$ cat src/rtl/dual_grant_decoder.sv
// Turns a captured (first, second) priority-index pair into one-hot grant strobes,
// served one at a time under a grant/acknowledge handshake with an optional hold timeout.
`timescale 1ns/1ps

module dual_grant_decoder #(
   parameter int N_REQ   = 12,
   parameter int IDX_W   = 4,
   parameter int TIMEOUT = 15
) (
   input  logic             clk,
   input  logic             reset_n,
   input  logic             in_valid,
   output logic             in_ready,
   input  logic [IDX_W-1:0] first,
   input  logic             first_vld,
   input  logic [IDX_W-1:0] second,
   input  logic             second_vld,
   output logic [N_REQ-1:0] gnt,
   output logic [IDX_W-1:0] gnt_idx,
   input  logic             gnt_ack,
   output logic             done,
   output logic             timeout,
   output logic             err
);

   localparam int CNT_W = (TIMEOUT > 0) ? $clog2(TIMEOUT + 1) : 1;
   localparam logic [CNT_W-1:0] CNT_LAST = CNT_W'((TIMEOUT > 0) ? TIMEOUT - 1 : 0);

   typedef enum logic [1:0] {
      ST_IDLE = 2'd0,
      ST_G1   = 2'd1,
      ST_G2   = 2'd2,
      ST_FIN  = 2'd3
   } state_t;

   state_t             state_q, state_d;
   logic [IDX_W-1:0]   first_q, first_d;
   logic [IDX_W-1:0]   second_q, second_d;
   logic               first_keep_q, first_keep_d;
   logic               second_keep_q, second_keep_d;
   logic [CNT_W-1:0]   cnt_q, cnt_d;
   logic               in_ready_q, in_ready_d;
   logic [N_REQ-1:0]   gnt_q, gnt_d;
   logic [IDX_W-1:0]   gnt_idx_q, gnt_idx_d;
   logic               done_q, done_d;
   logic               timeout_q, timeout_d;
   logic               err_q, err_d;

   logic               first_ok;
   logic               second_ok;
   logic               cap_err;
   logic               hold_expire;
   logic               hold_exit;
   logic               grant_on_d;

   // Sanitise the incoming pair: second must rank strictly below a kept first.
   assign first_ok  = first_vld && (int'(first) < N_REQ);
   assign second_ok = second_vld && first_ok && (int'(second) < N_REQ) && (second < first);
   assign cap_err   = (first_vld && !first_ok) || (second_vld && !second_ok);

   assign hold_expire = (TIMEOUT != 0) && (cnt_q == CNT_LAST);
   assign hold_exit   = gnt_ack || hold_expire;

   always_comb begin
      state_d       = state_q;
      first_d       = first_q;
      second_d      = second_q;
      first_keep_d  = first_keep_q;
      second_keep_d = second_keep_q;
      cnt_d         = cnt_q;
      err_d         = 1'b0;
      timeout_d     = 1'b0;

      unique case (state_q)
         ST_IDLE: begin
            if (in_valid && in_ready_q) begin
               first_d       = first;
               second_d      = second;
               first_keep_d  = first_ok;
               second_keep_d = second_ok;
               err_d         = cap_err;
               cnt_d         = '0;
               // A pair with no usable first still spends one silent cycle in G1,
               // so err and done land in separate cycles.
               state_d       = ST_G1;
            end
         end
         ST_G1: begin
            if (!first_keep_q) begin
               state_d = ST_FIN;
            end else if (hold_exit) begin
               cnt_d     = '0;
               timeout_d = !gnt_ack;
               state_d   = second_keep_q ? ST_G2 : ST_FIN;
            end else if (TIMEOUT != 0) begin
               cnt_d = cnt_q + CNT_W'(1);
            end
         end
         ST_G2: begin
            if (hold_exit) begin
               cnt_d     = '0;
               timeout_d = !gnt_ack;
               state_d   = ST_FIN;
            end else if (TIMEOUT != 0) begin
               cnt_d = cnt_q + CNT_W'(1);
            end
         end
         ST_FIN: begin
            state_d = ST_IDLE;
         end
         default: begin
            state_d = ST_IDLE;
         end
      endcase
   end

   // Outputs are precomputed from the next state so they come straight off flops.
   always_comb begin
      in_ready_d = (state_d == ST_IDLE);
      done_d     = (state_d == ST_FIN);
      grant_on_d = ((state_d == ST_G1) && first_keep_d) || (state_d == ST_G2);
      gnt_idx_d  = '0;
      if (state_d == ST_G1 && first_keep_d) begin
         gnt_idx_d = first_d;
      end else if (state_d == ST_G2) begin
         gnt_idx_d = second_d;
      end
   end

   genvar gi;
   generate
      for (gi = 0; gi < N_REQ; gi++) begin : g_onehot
         assign gnt_d[gi] = grant_on_d && (gnt_idx_d == IDX_W'(gi));
      end
   endgenerate

   always_ff @(posedge clk or negedge reset_n) begin
      if (!reset_n) begin
         state_q       <= ST_IDLE;
         first_q       <= '0;
         second_q      <= '0;
         first_keep_q  <= 1'b0;
         second_keep_q <= 1'b0;
         cnt_q         <= '0;
         in_ready_q    <= 1'b1;
         gnt_q         <= '0;
         gnt_idx_q     <= '0;
         done_q        <= 1'b0;
         timeout_q     <= 1'b0;
         err_q         <= 1'b0;
      end else begin
         state_q       <= state_d;
         first_q       <= first_d;
         second_q      <= second_d;
         first_keep_q  <= first_keep_d;
         second_keep_q <= second_keep_d;
         cnt_q         <= cnt_d;
         in_ready_q    <= in_ready_d;
         gnt_q         <= gnt_d;
         gnt_idx_q     <= gnt_idx_d;
         done_q        <= done_d;
         timeout_q     <= timeout_d;
         err_q         <= err_d;
      end
   end

   assign in_ready = in_ready_q;
   assign gnt      = gnt_q;
   assign gnt_idx  = gnt_idx_q;
   assign done     = done_q;
   assign timeout  = timeout_q;
   assign err      = err_q;

   a_gnt_onehot0: assert property (@(posedge clk) disable iff (!reset_n) $onehot0(gnt_q));
   a_idle_quiet:  assert property (@(posedge clk) disable iff (!reset_n) in_ready_q |-> (gnt_q == '0));

endmodule

$ cat config.mk
export PLATFORM = sky130hd
export DESIGN_NAME = dual_grant_decoder
export DESIGN_NICKNAME = d
export VERILOG_FILES = /design/src/rtl/dual_grant_decoder.sv
export SDC_FILE = /design/constraint.sdc
export NUM_CORES = 1
export LEC_CHECK = 0
export CAP_MARGIN = 40
export CORE_ASPECT_RATIO = 0.75
export CORE_MARGIN = 4
export CORE_UTILIZATION = 45
export DETAILED_ROUTE_END_ITERATION = 12
export HOLD_SLACK_MARGIN = 0.06
export PLACE_DENSITY = 0.7
export SLEW_MARGIN = 25
export SYNTH_ARGS = -nofsm -noshare
export SYNTH_HDL_FRONTEND = slang
export SYNTH_SLANG_ARGS = --single-unit
$ cat constraint.sdc
create_clock -name clk -period 2.59 [get_ports clk]
set_input_delay 0.518 -clock clk [delete_from_list [all_inputs] [get_ports clk]]
set_output_delay 0.518 -clock clk [all_outputs]
set_load 0.01 [all_outputs]
# Word level (Yosys, flattened, before mapping)
# Index checks and enable logic that the tools add are counted.
classes:
  n_div: 0
  add_sub_neg: 1
  n_lt_le_gt_ge: 3
  muxes: 23
  mul: 0
  eq_ne: 20
  shift: 0
  n_reduce_logical: 32
  n_bitwise: 0
ops:
  columns: ["operator", "count"]
  rows:
  - ["4-bit two-way mux", 9]
  - ["4-bit equality test (second input constant)", 5]
  - ["1-bit logical AND", 20]
  - ["4-bit by 3-bit equality test with 1-bit output (second input constant)", 4]
  - ["4-bit case mux with 3 select lines", 1]
  - ["2-bit equality test (second input constant)", 4]
  - ["4-bit by 2-bit equality test with 1-bit output (second input constant)", 2]
  - ["4-bit less-than comparator (second input constant)", 2]
  - ["2-bit two-way mux", 4]
  - ["2-bit case mux with 4 select lines", 1]
  - ["1-bit two-way mux", 7]
  - ["4-bit by 1-bit adder with 4-bit output (second input constant)", 1]
  - ["2-bit by 1-bit equality test with 1-bit output (second input constant)", 2]
  - ["4-bit by 1-bit equality test with 1-bit output (second input constant)", 1]
  - ["2-bit logical NOT", 2]
  - ["4-bit logical NOT", 1]
  - ["4-bit less-than comparator", 1]
  - ["2-bit inequality test (second input constant)", 2]
  - ["1-bit logical NOT", 3]
  - ["1-bit logical OR", 3]
  - ["3-bit AND reduction", 1]
  - ["3-bit nonzero test", 1]
  - ["1-bit case mux with 2 select lines", 1]
  - ["2-bit AND reduction", 1]
word_totals:
  reg_bits: 36
  n_memories: 0
  ramBits: 0
  latch_bits: 0
  mem_bits_ro: 0
  out_inout_bits: 20
  in_bits: 14
  elab_cells: 91

# Longest topological paths before layout
# Gate-level depths: netlist of run 1.
logic_depth:
  depth_word: 10
  ltp_mapped: 9
  depth_no_buf: 8

# Worst setup path before layout of run 1
# OpenSTA, ideal clock, no wires.
synth_path:
  path_type: "register to register"
  startpoint: "register cnt_q[0]"
  endpoint: "register gnt_q[10] (netlist: gnt[10])"
  arrival_ns: 2.037
  setup_time_ns: 0.078
  required_ns: 2.512
  path_stages_with_launch: 9
  path_buffers: 0
  synth_period_minus_slack_ns: 2.115
  slack_ns: 0.475
  cell_sequence: "dfrtp_1 -> inv_1 -> ha_1 -> a31oi_4 -> mux2i_1 -> a22o_4 -> inv_4 -> or4_1 -> a21oi_1"
synth_via:
  elab_chain_cells: 10
  word_cells_on_any_way: 14
  classes_between: "eq/ne (4); mux (6); reduce/logical (4)"
synth_lines:
  columns: ["item", "line_no", "rtl"]
  rows:
  - ["start, declared", "41", "logic [CNT_W-1:0] cnt_q, cnt_d;"]
  - ["start signal, assigned", "157", "cnt_q <= cnt_d;"]
  - ["4-bit equality test *", "61", "assign hold_expire = (TIMEOUT != 0) && (cnt_q == CNT_LAST);"]
  - ["1-bit logical OR *", "62", "assign hold_exit = gnt_ack || hold_expire;"]
  - ["2-bit two-way mux", "91", "end else if (hold_exit) begin"]
  - ["2-bit two-way mux", "89", "if (!first_keep_q) begin"]
  - ["2-bit case mux with 4 select lines *", "74", "unique case (state_q)"]
  - ["2-bit equality test or 2-bit by 1-bit equality test with 1-bit output (tied branches)", "121, 125, 123", null]
  - ["4-bit two-way mux or 1-bit logical AND (tied branches)", "125, 121, 123", null]
  - ["4-bit two-way mux", "123", "if (state_d == ST_G1 && first_keep_d) begin"]
  - ["4-bit equality test", "133", "assign gnt_d[gi] = grant_on_d && (gnt_idx_d == IDX_W'(gi));"]
  - ["1-bit logical AND *", "133", null]
  - ["net gnt_d[10]", "43", "logic [N_REQ-1:0] gnt_q, gnt_d;"]
  - ["end signal, assigned", "159", "gnt_q <= gnt_d;"]
  - ["end, declared", "43", null]
# The timed path passes the listed nets; every way through them passes the cells marked *.
# A chain may end at the register's enable or synchronous reset.

# Worst setup path in the final report of run 1
layout_path:
  startpoint: "register state_q[0]"
  endpoint: "register gnt_q[10] (netlist: gnt[10])"
layout_via:
  elab_chain_cells: 8
  word_cells_on_any_way: 20
  classes_between: "eq/ne (6); mux (10); reduce/logical (4)"
layout_lines:
  columns: ["item", "line_no", "rtl"]
  rows:
  - ["start, declared", "36", "state_t state_q, state_d;"]
  - ["start signal, assigned", "152", "state_q <= state_d;"]
  - ["2-bit two-way mux", "91", null]
  - ["2-bit two-way mux", "89", null]
  - ["2-bit case mux with 4 select lines", "74", null]
  - ["2-bit equality test or 2-bit by 1-bit equality test with 1-bit output (tied branches)", "121, 125, 123", null]
  - ["4-bit two-way mux or 1-bit logical AND (tied branches)", "125, 121, 123", null]
  - ["4-bit two-way mux", "123", null]
  - ["4-bit equality test", "133", null]
  - ["1-bit logical AND *", "133", null]
  - ["net gnt_d[10]", "43", null]
# Marks and branches as above.

==> results of run 1 <==
[cell usage in the layout, fill, tap and decap left out, types with 4 or more instances in the layout]
cell                               n
sky130_fd_sc_hd__nor2_1           13
sky130_fd_sc_hd__o31ai_1           6
sky130_fd_sc_hd__clkdlybuf4s50_1  33
sky130_fd_sc_hd__mux2_2            5
sky130_fd_sc_hd__inv_1            13
sky130_fd_sc_hd__mux2i_1          12
sky130_fd_sc_hd__or4_1             4
sky130_fd_sc_hd__clkbuf_8          6
sky130_fd_sc_hd__nand4_1           5
sky130_fd_sc_hd__o21ai_0           5
sky130_fd_sc_hd__ha_1             10
sky130_fd_sc_hd__a21oi_1          10
sky130_fd_sc_hd__nand2_1          12
sky130_fd_sc_hd__buf_4             9
sky130_fd_sc_hd__dfrtp_1          35
sky130_fd_sc_hd__nand3_1          12
[worst min path at each step]
stage | startpoint | end | slack, ns | cells after the start
6_report | second_keep_q | second_keep_q | 0.55 | 1
5_1_grt | first_q[0] | first_q[0] | 0.57 | 1
4_1_cts | second_q[0] | second_q[0] | 0.56 | 1
3_5_place_dp | first_q[0] | first_q[0] | 0.53 | 1
3_3_place_gp | second_q[0] | second_q[0] | 0.52 | 1
2_1_floorplan | reset_n | cnt_q[0] | 0.22 | 0
[routing by layer]
layer	global-route usage	part of all wire	vias up
met3	0.04986	0.054	4
li1	-	-	720
met4	0.06118	0.0098	0
met2	0.2967	0.47	45
met5	0	0	-
met1	0.2739	0.47	743
[worst max-delay path, delay by kind of cell, from the launching register on]
kind / cells / cell delay, ns
AND/OR/NAND/NOR: 3 / 0.68
flip-flops: 1 / 0.44
multiplexers: 1 / 0.33
buffers and inverters: 2 / 0.28
adder cells (fa/ha/maj): 1 / 0.25
AO/OA/AOI/OAI: 1 / 0.18
[final cells by class]
class,instances,area (um2)
clock buffer,7,86.33
clock inverter,1,7.507
fill,325,1390
inverter,14,55.05
multi-input combinational,121,855.8
sequential,36,902.1
tap,52,65.06
timing repair buffer,43,417.9
[power by group through the flow]
stage	combinational (mW)	clock (mW)	sequential, mW
2_1_floorplan	0.791	0	0.817
3_3_place_gp	1.25	0	0.807
3_5_place_dp	1.30	0	0.820
4_1_cts	1.31	0.423	0.811
5_1_grt	1.45	0.454	0.829
6_report	1.32	0.416	0.811
[cells by family after synthesis]
group | after synthesis | share of synthesized area
AOI/OAI and AO/OA | 37 | 0.1428
adders and majority gates | 10 | 0.06863
buffers and inverters | 17 | 0.03775
DFF | 36 | 0.4949
muxes | 17 | 0.09677
and+or+nand+nor | 57 | 0.1592
[what timing repair did]
item | in CTS | in global routing
buffers inserted | 0 | 0
endpoints found under the setup margin | 0 | 3
resized for setup | 0 | 1
[registers in the layout (all words and copies together), names as in the netlist]
name           flops
cnt_q              4
done               1
err                1
first_keep_q       1
first_q            4
gnt               12
gnt_idx            4
in_ready           1
second_keep_q      1
second_q           4
state_q            2
timeout            1
[stage by stage]
| stage | hold slack, ns | setup slack [ns] | util | cells | cell area, um2 |
|---|---|---|---|---|---|
| after global placement | 0.5168 | 0.2039 | 0.6064 | 266 | 2292 |
| after global routing | 0.5705 | 0.1125 | 0.6322 | 274 | 2390 |
| after detailed placement | 0.5327 | 0.1184 | 0.6064 | 266 | 2292 |
| after CTS | 0.5552 | 0.2566 | 0.6312 | 274 | 2386 |
| after floorplan | 0.2224 | 0.4750 | - | 174 | 1823 |
| final | 0.5470 | 0.3426 | 0.6322 | 274 | 2390 |
==> results, run 1 <==
- The flow ran to the end, and the final reports show no timing, DRC or antenna violations.
- In this run the vertical extent of the chip is 63.12 um.
- The worst slew slack as a fraction of its limit is 0.6884.
- After synthesis, the netlist uses 38 different library cells.
- The most used standard cell by instance count after synthesis is sky130_fd_sc_hd__dfrtp_1.
- The first detailed-routing pass ran for 4 iterations.
- Of the synthesized area, sequential elements account for 0.4949.
- The share of flip-flops with an asynchronous set or reset is 1.000.
- The HPWL after detailed placement is 3351 um.
- The via-per-instance ratio is 5.518.
- For this design the ratio of total power to cell area is 1066 nW/um2.
- In this run the horizontal extent of the chip is 81.50 um.
- The final weighted congestion in routability-driven placement is 0.8960.
- The number of antenna violations at the first check in global routing is 0.
- The maximum clock frequency is 445.0 MHz.
- The type of element launching the critical path is a register.
- At the pin with the least slew margin, the transition time is 0.4674 ns.
- The number of max-slew violations in the final report is 0.
- 0 antenna diodes ended up in the layout.
- The area added between synthesis and finish is 31.09%.
- Summed over all nets, the switching power comes to 1.058 mW.
- The critical path class is register to register.
- The critical path capture point type is a register.
- The later pin in the worst-skew pair is clocked with a latency of 0.28 ns.
- In this run the core area contains 19 standard-cell rows.
- The capturing point of the worst reg2reg path is gnt[10].
- Yosys mapped a number of flops with a built-in enable equal to 0.
- The peak per-stage delay on the critical path is 0.44 ns.
- The data arrival at the endpoint of the critical path is 2.45 ns.
- Walking the worst path, the cells encountered are inv_1, ha_1, nand3_1, buf_12, mux2i_1, nand2_1, or4_1, a21oi_1.
- The fraction of post-synthesis cell area in the top cell type by area is 0.4804.
- Measured in cells, the most critical reg-to-reg path has a length of 8.
- The count of nets left with antenna violations once routing finished came out at 0.
- The termination of the worst setup path is gnt[10].
- The maximum number of buffers from clock root to sink is 2.
- Counting flops and latches in the post-synthesis netlist gives 36.
- The DRC marker count from the first detailed-route iteration is 102.
- The pin count of the biggest net entering global routing is 37.
- Summing internal, switching and leakage power gives 2.547 mW.
- sky130_fd_sc_hd__dfrtp_1 takes more of the synthesized area than any other cell.
- The number of warnings issued by yosys is 0.
- The maximum clock skew at final layout is about 0.0028 ns.
- The fraction of layout cells with a size suffix above 1 is 0.1216.
- For the worst setup path, the data required time is 2.80 ns.
- The total via count after detailed routing is 1512.
- The clock period minus worst slack is roughly 2.2 ns.
- For this design, the CTS-stage hold fixing added 0 buffers.
- The clock slew seen by the registers of the worst setup and hold paths is roughly 0.07 ns.
- The post-synthesis instance area is approximately 1800 um2.
- The worst reg2reg path startpoint is state_q[0].
- During I/O placement, the number of pins put on the boundary was 34.
- Setup repair after global routing left no endpoint under its margin.
- The reg-to-reg setup timing slack is approximately 0.34 ns.
- The number of nets in the synthesized netlist is 198.
- After the last flow step, the layout net total stands at 245.
- The library cell contributing the largest single delay on the critical path is sky130_fd_sc_hd__dfrtp_1.
- The wire length per cell is between 15 and 20 um.
- For this design, the sink count on the clock tree is 36.
- The switching part of the total power is 0.4156.
- The launch point of the worst path is state_q[0].
- Yosys attributes the largest share of cell area to sky130_fd_sc_hd__dfrtp_1 (48%), sky130_fd_sc_hd__ha_1 (6.9%), sky130_fd_sc_hd__mux2i_1 (6.6%), sky130_fd_sc_hd__nand3_1 (3.3%), sky130_fd_sc_hd__mux2_2 (3.1%).
- The number of global-route vias before repair came to 1606.
- Of the available clock period, the critical path in the final layout requires 0.8677.
- The worst hold path class is register to register.
- The region available for standard cell placement spans ~3800 um2.
- The tool flagged a number of max-cap violations equal to 0.
- By count the netlist is led by sky130_fd_sc_hd__dfrtp_1 (35), sky130_fd_sc_hd__inv_1 (13), sky130_fd_sc_hd__nor2_1 (13).
- In the synthesized netlist the dominant register cell turns out to be sky130_fd_sc_hd__dfrtp_1.
- The total of endpoints with negative setup slack in the final report is 0.
- The share of total power dissipated in sequential elements is 0.319.
- The maximum resistive drop on vdd is 0.4937 mV.
- TritonCTS built the clock tree.
- The combinational group share of total power is 0.518.
- The total track usage is 0.1959.
- The first global-routing pass estimated 7707 um of wire.
- The total negative slack is 0 ns.
- The clock network fraction of total power is 0.163.
- The internal power summed over all cells is approximately 1.5 mW.
- The clock root buffer is sky130_fd_sc_hd__clkbuf_8.
- Along the worst path, the maximum fanout reaches 19.
- The floorplan step defined a die boundary enclosing 5144 um2.
- The detailed-route DRC error count is 0.
- For this block, the routed nets add up to 4503 um of wire.
- The clock tree synthesis step divided the H-tree into 2 levels.
- The CTS buffer count is 5.
- The initial utilization of the core area, before any placement, comes to 0.4823.
- In this run the static leakage power is between 1 and 1.5 nW.
- The number of endpoints with negative hold slack in the final report is 0.
- Synthesis handed over a netlist of 174 instances.
- The residual overflow from global routing is 0.
- The number of buffers added on ports is 33.
- Dividing the synthesized area by the synthesized cell count gives 10.48 um2.
Power figures use the tool's default switching activity.
==> inputs of run 2 (changes only) <==
- PLACE_DENSITY: 0.7 -> 0.73
- clock period: 2.59 -> 2 ns (I/O delays scaled with it)
==> results, run 2 (synthesis gave the netlist of run 1 again) <==
- The run finished with clean final reports.
- The clock slew seen by the registers of the worst setup and hold paths came to 0.07 ns (about the same).
- The total of endpoints with negative setup slack in the final report is 0 (unchanged).
- The area added between synthesis and finish is 49.07%.
- The total negative slack came to 0 ns (unchanged).
- The clock period minus worst slack is 1.999 ns.
- Traced cell by cell, the critical path runs through clkdlybuf4s50_1, and2_1, o21ai_0, a22o_4, inv_4, or4_4, a21oi_1.
- The critical path ends at gnt[5].
- The global-route wire length before repair came to 7928 um (+2.9%).
- The net load switching power is 1.581 mW (+49%).
- The number of cells after detailed placement is 290 (+9.0%).
- The launch point of the worst path is in_valid.
- The reg-to-reg setup timing slack came to 0.001 ns (-0.34 ns).
- The initial cell density of the core is 0.4823 (unchanged).
- In the layout the commonest cells are sky130_fd_sc_hd__dfrtp_1 (35), sky130_fd_sc_hd__buf_4 (34), sky130_fd_sc_hd__clkdlybuf4s50_1 (33).
- STA classifies the critical path startpoint as a primary input.
- The sequential share of power was 0.273 (-0.046).
- The height of the die was 63.12 um (unchanged).
- The worst slew slack as a fraction of its limit is 0.7000 (+0.01159).
- The clock insertion delay at the later pin of the skew report is 0.29 ns (about the same).
- Based on the critical path, the design can be clocked at up to 500.3 MHz.
- The number of levels the H-tree was split into was 2 (unchanged).
- The depth of the critical timing path with buffers and inverters included was 7 (-1).
- The capturing point of the worst reg2reg path is gnt[5].
- The number of detailed-route iterations in the first pass was 4 (unchanged).
- The residual overflow from global routing is 0 (unchanged).
- Among all stages on the critical path, the largest delay is contributed by sky130_fd_sc_hd__or4_4.
- The number of core rows is 19 (unchanged).
- The fraction of layout cells with a size suffix above 1 is 0.3226 (+0.2010).
- The pin count of the biggest net entering global routing is 37 (unchanged).
- The critical path class is primary input to register.
- The number of violations of the max-capacitance limit was 0 (unchanged).
- The clock network fraction of total power is 0.139 (-0.024).
- The number of global-route vias before repair is 1670 (+4.0%).
- The data arrival at the endpoint of the critical path is 2.21 ns (-0.24 ns).
- The number of max-slew violations in the final report came to 0 (unchanged).
- The buffering stage count on the worst path with inverters included was 2 (unchanged).
- The hold-fix buffer count after cts was 0 (unchanged).
- The via-per-instance ratio is 5.380 (-2.5%).
- The antenna diode count was 0 (unchanged).
- The total chip power is 3.886 mW (+53%).
- The x dimension of the die was 81.50 um (unchanged).
- The maximum resistive drop on vdd was 0.8695 mV (+76%).
- The total track usage is 0.2027 (+0.006769).
- The total non-filler cell area in the finished layout is 2718 um2 (+14%).
- The combinational group share of total power is 0.587 (+0.069).
- The worst-path maximum fanout is 5 (-14).
- The final weighted congestion in routability-driven placement is 0.9372 (+4.6%).
- TritonCTS built the clock tree.
- The setup slack after layout was 0.001048 ns (-0.3415 ns).
- The switching part of the total power came to 0.4069 (-0.008716).
- The internal power summed over all cells was 2.305 mW (+55%).
- The critical path capture point type is a register.
- Setup repair after global routing could not meet its margin everywhere.
- The number of antenna violations at the first check in global routing is 0 (unchanged).
- The family of cells with the greatest summed delay on the critical path is simple AND/OR/NAND/NOR gates.
- The maximum number of buffers from clock root to sink was 2 (unchanged).
- The transition time at the pin with the least slew margin is 0.4500 ns (-0.01739 ns).
- The boundary pin count is 34 (unchanged).
- The maximum clock skew at final layout is 0.005583 ns (+0.002830 ns).
- The cell area reported after detailed placement is 2499 um2 (+9.0%).
- The worst reg2reg path startpoint is state_q[0].
- The floorplan core area was 3780 um2 (unchanged).
- The logic depth of the worst register-to-register path is 8 (unchanged).
- The CTS sink count is 36 (unchanged).
- The post-detailed-route count of antenna-violating nets is 0 (unchanged).
- The count of nets after finishing came to 271 (+11%).
- The peak per-stage delay on the critical path is 0.54 ns (+0.10 ns).
- The DRC marker count from the first detailed-route iteration is 70 (-31%).
- The worst hold path class is primary input to async pin.
- The count of placed standard cells in the final layout, fillers left out was 300 (+9.5%).
- The number of buffers added on ports was 33 (unchanged).
- The required time of the worst setup path is 2.22 ns (-0.58 ns).
- The number of flip-flops under the largest register name is 12 (unchanged).
- The number of endpoints with negative hold slack in the final report came to 0 (unchanged).
- The overall die area is 5144 um2 (unchanged).
- In this run the clock root is driven by a sky130_fd_sc_hd__clkbuf_8.
- The HPWL after detailed placement is 3493 um (+4.3%).
- The leakage dissipation is 1.233 nW (+11%).
- The CTS buffer count was 5 (unchanged).
- The sum of routed wire length over all layers is 4835 um (+7.4%).
- The library cell used most frequently in the layout, excluding fill and tap cells, is sky130_fd_sc_hd__dfrtp_1.
- The post-place setup slack was -0.3441 ns (-0.4625 ns).
- The power density of the placed cells is 1430 nW/um2 (+34%).
- The wire length per cell is 16.12 um (-1.9%).
- The total via count after detailed routing is 1614 (+6.7%).
- The final cycle utilization of the critical path is 0.9995.
- The detailed-route DRC error count is 0 (unchanged).
run 2: changes by cell type in the layout (fill, tap and decap cells not counted), sizes merged:
cell  before  now
buf       10   36
run 2: cell type report:
class,count,area (um2)
inverter,14,55.05
fill,267,1062
clock inverter,1,7.507
sequential,36,902.1
tap,52,65.06
clock buffer,7,86.33
timing repair buffer,69,616.8
multi-input combinational,121,984.7
run 2: how the worst min path moves through the flow:
stage / from / to / slack, ns / depth (start not counted)
after floorplan: reset_n / cnt_q[0] / 0.10 / 0
final: reset_n / first_q[2] / 0.52 / 2
after global placement: second_keep_q / second_keep_q / 0.50 / 1
after global routing: reset_n / gnt[10] / 0.58 / 2
after CTS: reset_n / gnt[10] / 0.55 / 2
after detailed placement: second_keep_q / second_keep_q / 0.55 / 1
run 2: worst register-to-register path, cell delays in order (launching register included):
cell and delay, ns:
sky130_fd_sc_hd__dfrtp_1 0.40, sky130_fd_sc_hd__inv_2 0.07, sky130_fd_sc_hd__ha_1 0.22, sky130_fd_sc_hd__nand3_2 0.09
sky130_fd_sc_hd__buf_12 0.15, sky130_fd_sc_hd__mux2i_2 0.28, sky130_fd_sc_hd__nand2_1 0.12, sky130_fd_sc_hd__or4_4 0.44
sky130_fd_sc_hd__a21oi_1 0.15
run 2: per-stage QoR:
step                  util  hold slack (ns)
finish              0.7190           0.5218
global placement    0.6610           0.5037
CTS                 0.7047           0.5497
floorplan                -           0.1044
global route        0.7190           0.5786
detailed placement  0.6610           0.5487
run 2: timing repair:
| item | 4_1_cts | 5_1_grt |
|---|---|---|
| resized for setup | 16 | 12 |
| setup endpoints to repair | 11 | 12 |
| endpoints found under the hold margin | 0 | 0 |
| setup buffers | 1 | 1 |
| pin swaps | 2 | 4 |
run 2: layer usage:
layer	up-vias	part of all wire	GRT usage
met4	0	0.014	0.07384
met1	794	0.47	0.2917
met2	38	0.46	0.2937
met5	-	0	0
li1	774	-	-
met3	8	0.055	0.04986
run 2: power by group through the flow:
stage	logic (mW)	registers (mW)	clock network (mW)
final	2.28	1.06	0.540
after global routing	2.45	1.08	0.584
after CTS	2.15	1.06	0.553
after detailed placement	2.01	1.05	0
after global placement	1.97	1.04	0
after floorplan	1.06	1.06	0
==> inputs of run 3 (changes only) <==
- CORE_UTILIZATION: 45 -> 46
- PLACE_DENSITY: 0.73 -> default
- PLACE_DENSITY_LB_ADDON: default -> 0.12
==> results, run 3 (synthesis gave the netlist of run 1 again) <==
- The run finished, with violations left.
- The checks that failed: setup timing.
- The clock slew seen by the registers of the worst setup and hold paths came to 0.07 ns (about the same).
- The critical path is of the register to register type.
- The global-route wire length before repair is 7948 um (+0.25%).
- The worst-path maximum fanout came to 8 (+3).
- The flip-flop and latch area is 902.1 um2 (unchanged).
- The number of cells after detailed placement came to 291 (+0.34%).
- The setup slack after layout is -0.05681 ns (-0.05786 ns).
- The overall die area was 5045 um2 (-1.9%).
- The number of flip-flops under the largest register name was 12 (unchanged).
- The maximum clock frequency is 486.2 MHz (-2.8%).
- Setup repair after global routing could not meet its margin everywhere.
- The floorplan core area is 3732 um2 (-1.3%).
- The number of antenna violations at the first check in global routing was 0 (unchanged).
- The HPWL after detailed placement came to 3534 um (+1.2%).
- The critical path capture point type is a register.
- The CTS sink count is 36 (unchanged).
- The via-per-instance ratio is 5.525 (+2.7%).
- The maximum resistive drop on vdd is 1.141 mV (+31%).
- CTS placed an instance of sky130_fd_sc_hd__clkbuf_8 at the clock tree root.
- The number of max-slew violations in the final report came to 0 (unchanged).
- The power density of the placed cells was 1515 nW/um2 (+5.9%).
- The hold-fix buffer count after cts is 0 (unchanged).
- The sum of routed wire length over all layers is 5012 um (+3.7%).
- The leakage dissipation is 1.264 nW (+2.6%).
- The antenna diode count is 0 (unchanged).
- The number of global-route vias before repair is 1642 (-1.7%).
- The total negative slack is -0.3401 ns (-0.3401 ns).
- The wire length per cell is 16.54 um (+2.6%).
- The boundary pin count is 34 (unchanged).
- The initial cell density of the core is 0.4884 (+0.006144).
- The x dimension of the die is 80.69 um (-0.99%).
- The top cell types in the final layout, fill and taps aside, are sky130_fd_sc_hd__buf_4 (38), sky130_fd_sc_hd__dfrtp_1 (35), sky130_fd_sc_hd__clkdlybuf4s50_1 (33).
- The number of detailed-route iterations in the first pass was 4 (unchanged).
- The number of fill cells in the layout is 262 (-1.9%).
- The maximum number of buffers from clock root to sink is 2 (unchanged).
- The total via count after detailed routing is 1674 (+3.7%).
- The count of nets after finishing is 274 (+1.1%).
- The type of element launching the critical path is a register.
- In this run the worst hold path is classified as primary input to async pin.
- The final cycle utilization of the critical path is 1.028 (+0.02893).
- The area added between synthesis and finish is 53.67%.
- The total area of multi-input combinational cells is 1033 um2 (+5.0%).
- The transition time at the pin with the least slew margin came to 0.4470 ns (-0.003004 ns).
- The post-place setup slack is -0.2793 ns (+0.06476 ns).
- The number of violations of the max-capacitance limit is 0 (unchanged).
- The maximum clock skew at final layout is 0.006100 ns (+0.0005173 ns).
- The post-route core utilization is 0.7506 (+0.03162).
- The height of the die is 62.52 um (-0.95%).
- The number of endpoints with negative hold slack in the final report is 0 (unchanged).
- The required time of the worst setup path is 2.22 ns (about the same).
- The buffering stage count on the worst path with inverters included is 2 (unchanged).
- The worst slew slack as a fraction of its limit came to 0.7020 (+0.002003).
- On the critical path the largest part of the delay comes from compound AO/OA/AOI/OAI gates.
- The clock tree from TritonCTS is yes.
- The clock insertion delay at the later pin of the skew report was 0.29 ns (about the same).
- The count of placed standard cells in the final layout, fillers left out is 303 (+1.0%).
- The total of endpoints with negative setup slack in the final report is 9 (+9).
- The CTS buffer count is 5 (unchanged).
- The post-detailed-route count of antenna-violating nets is 0 (unchanged).
- The DRC marker count from the first detailed-route iteration is 103 (+47%).
- The peak per-stage delay on the critical path is 0.50 ns (-0.04 ns).
- The detailed-route DRC error count is 0 (unchanged).
- The pin count of the biggest net entering global routing is 37 (unchanged).
- The library cell contributing the largest single delay on the critical path is sky130_fd_sc_hd__or4_4.
- The library cell used most frequently in the layout, excluding fill and tap cells, is sky130_fd_sc_hd__buf_4.
- The number of buffers added on ports is 33 (unchanged).
- The residual overflow from global routing is 0 (unchanged).
- The final weighted congestion in routability-driven placement is 0.8745 (-6.7%).
- Walking the worst path, the cells encountered are inv_2, ha_4, a31oi_4, mux2i_2, a22o_4, inv_6, or4_4, a21oi_2.
- The fraction of layout cells with a size suffix above 1 is 0.3665 (+0.04395).
- The total track usage is 0.2051 (+0.002379).
- The data arrival at the endpoint of the critical path came to 2.28 ns (+0.07 ns).
- The number of levels the H-tree was split into is 2 (unchanged).
- The number of core rows came to 19 (unchanged).
- The clock period minus worst slack is 2.057 ns (+0.05786 ns).
## run 3: final timing paths
path / slack, ns / cells past startpoint / endpoint / from
min: 0.54 / 2 / gnt_idx[0] / reset_n
max in group asynchronous: 1.11 / 2 / in_ready / reset_n
max reg2reg: -0.06 / 8 / gnt[7] / cnt_q[0]
min reg2reg: 0.55 / 1 / second_q[0] / second_q[0]
min in group clk: 0.55 / 1 / second_q[0] / second_q[0]
max: -0.06 / 8 / gnt[7] / cnt_q[0]
## run 3: cell type report
class / instances / area share
clock buffer: 6 / 0.02590
clock inverter: 2 / 0.01251
inverter: 14 / 0.02054
multi-input combinational: 121 / 0.3689
sequential: 36 / 0.3220
tap: 52 / 0.02322
timing repair buffer: 72 / 0.2269
## run 3: through the flow
stage	power (mW)	hold WS [ns]	area, um2
detailed placement	3.189	0.5245	2506
global placement	3.100	0.5096	2506
finish	4.244	0.5397	2801
global route	4.526	0.5684	2801
CTS	3.883	0.5505	2643
floorplan	2.128	0.1044	1852
## run 3: what timing repair did
item / in CTS / in global routing
setup endpoints to repair: 9 / 16
setup buffers: 0 / 4
resized for setup: 9 / 30
pin swaps: 0 / 14
## run 3: worst reg2reg max path: cells and delay by family, from the launching register on
kind | cells | cell delay (ns)
AOI/OAI and AO/OA | 3 | 0.55
DFF | 1 | 0.40
muxes | 1 | 0.26
buffers and inverters | 2 | 0.12
adders and majority gates | 1 | 0.17
and+or+nand+nor | 1 | 0.50
## run 3: layer usage
metal | vias up | routed length (um) | share of wire | GRT usage
li1 | 784 | - | - | -
met1 | 821 | 2205 | 0.44 | 0.2959
met2 | 58 | 2339 | 0.47 | 0.2903
met3 | 11 | 363 | 0.072 | 0.05331
met4 | 0 | 104 | 0.021 | 0.08439
met5 | - | 0 | 0 | 0
## run 3: power breakdown
group	internal, mW	total (mW)	switching (mW)	leakage, nW
clock	0.370	0.626	0.256	0.0552
combinational	1.25	2.56	1.31	0.734
sequential	0.930	1.06	0.130	0.476
total	2.55	4.24	1.69	1.26
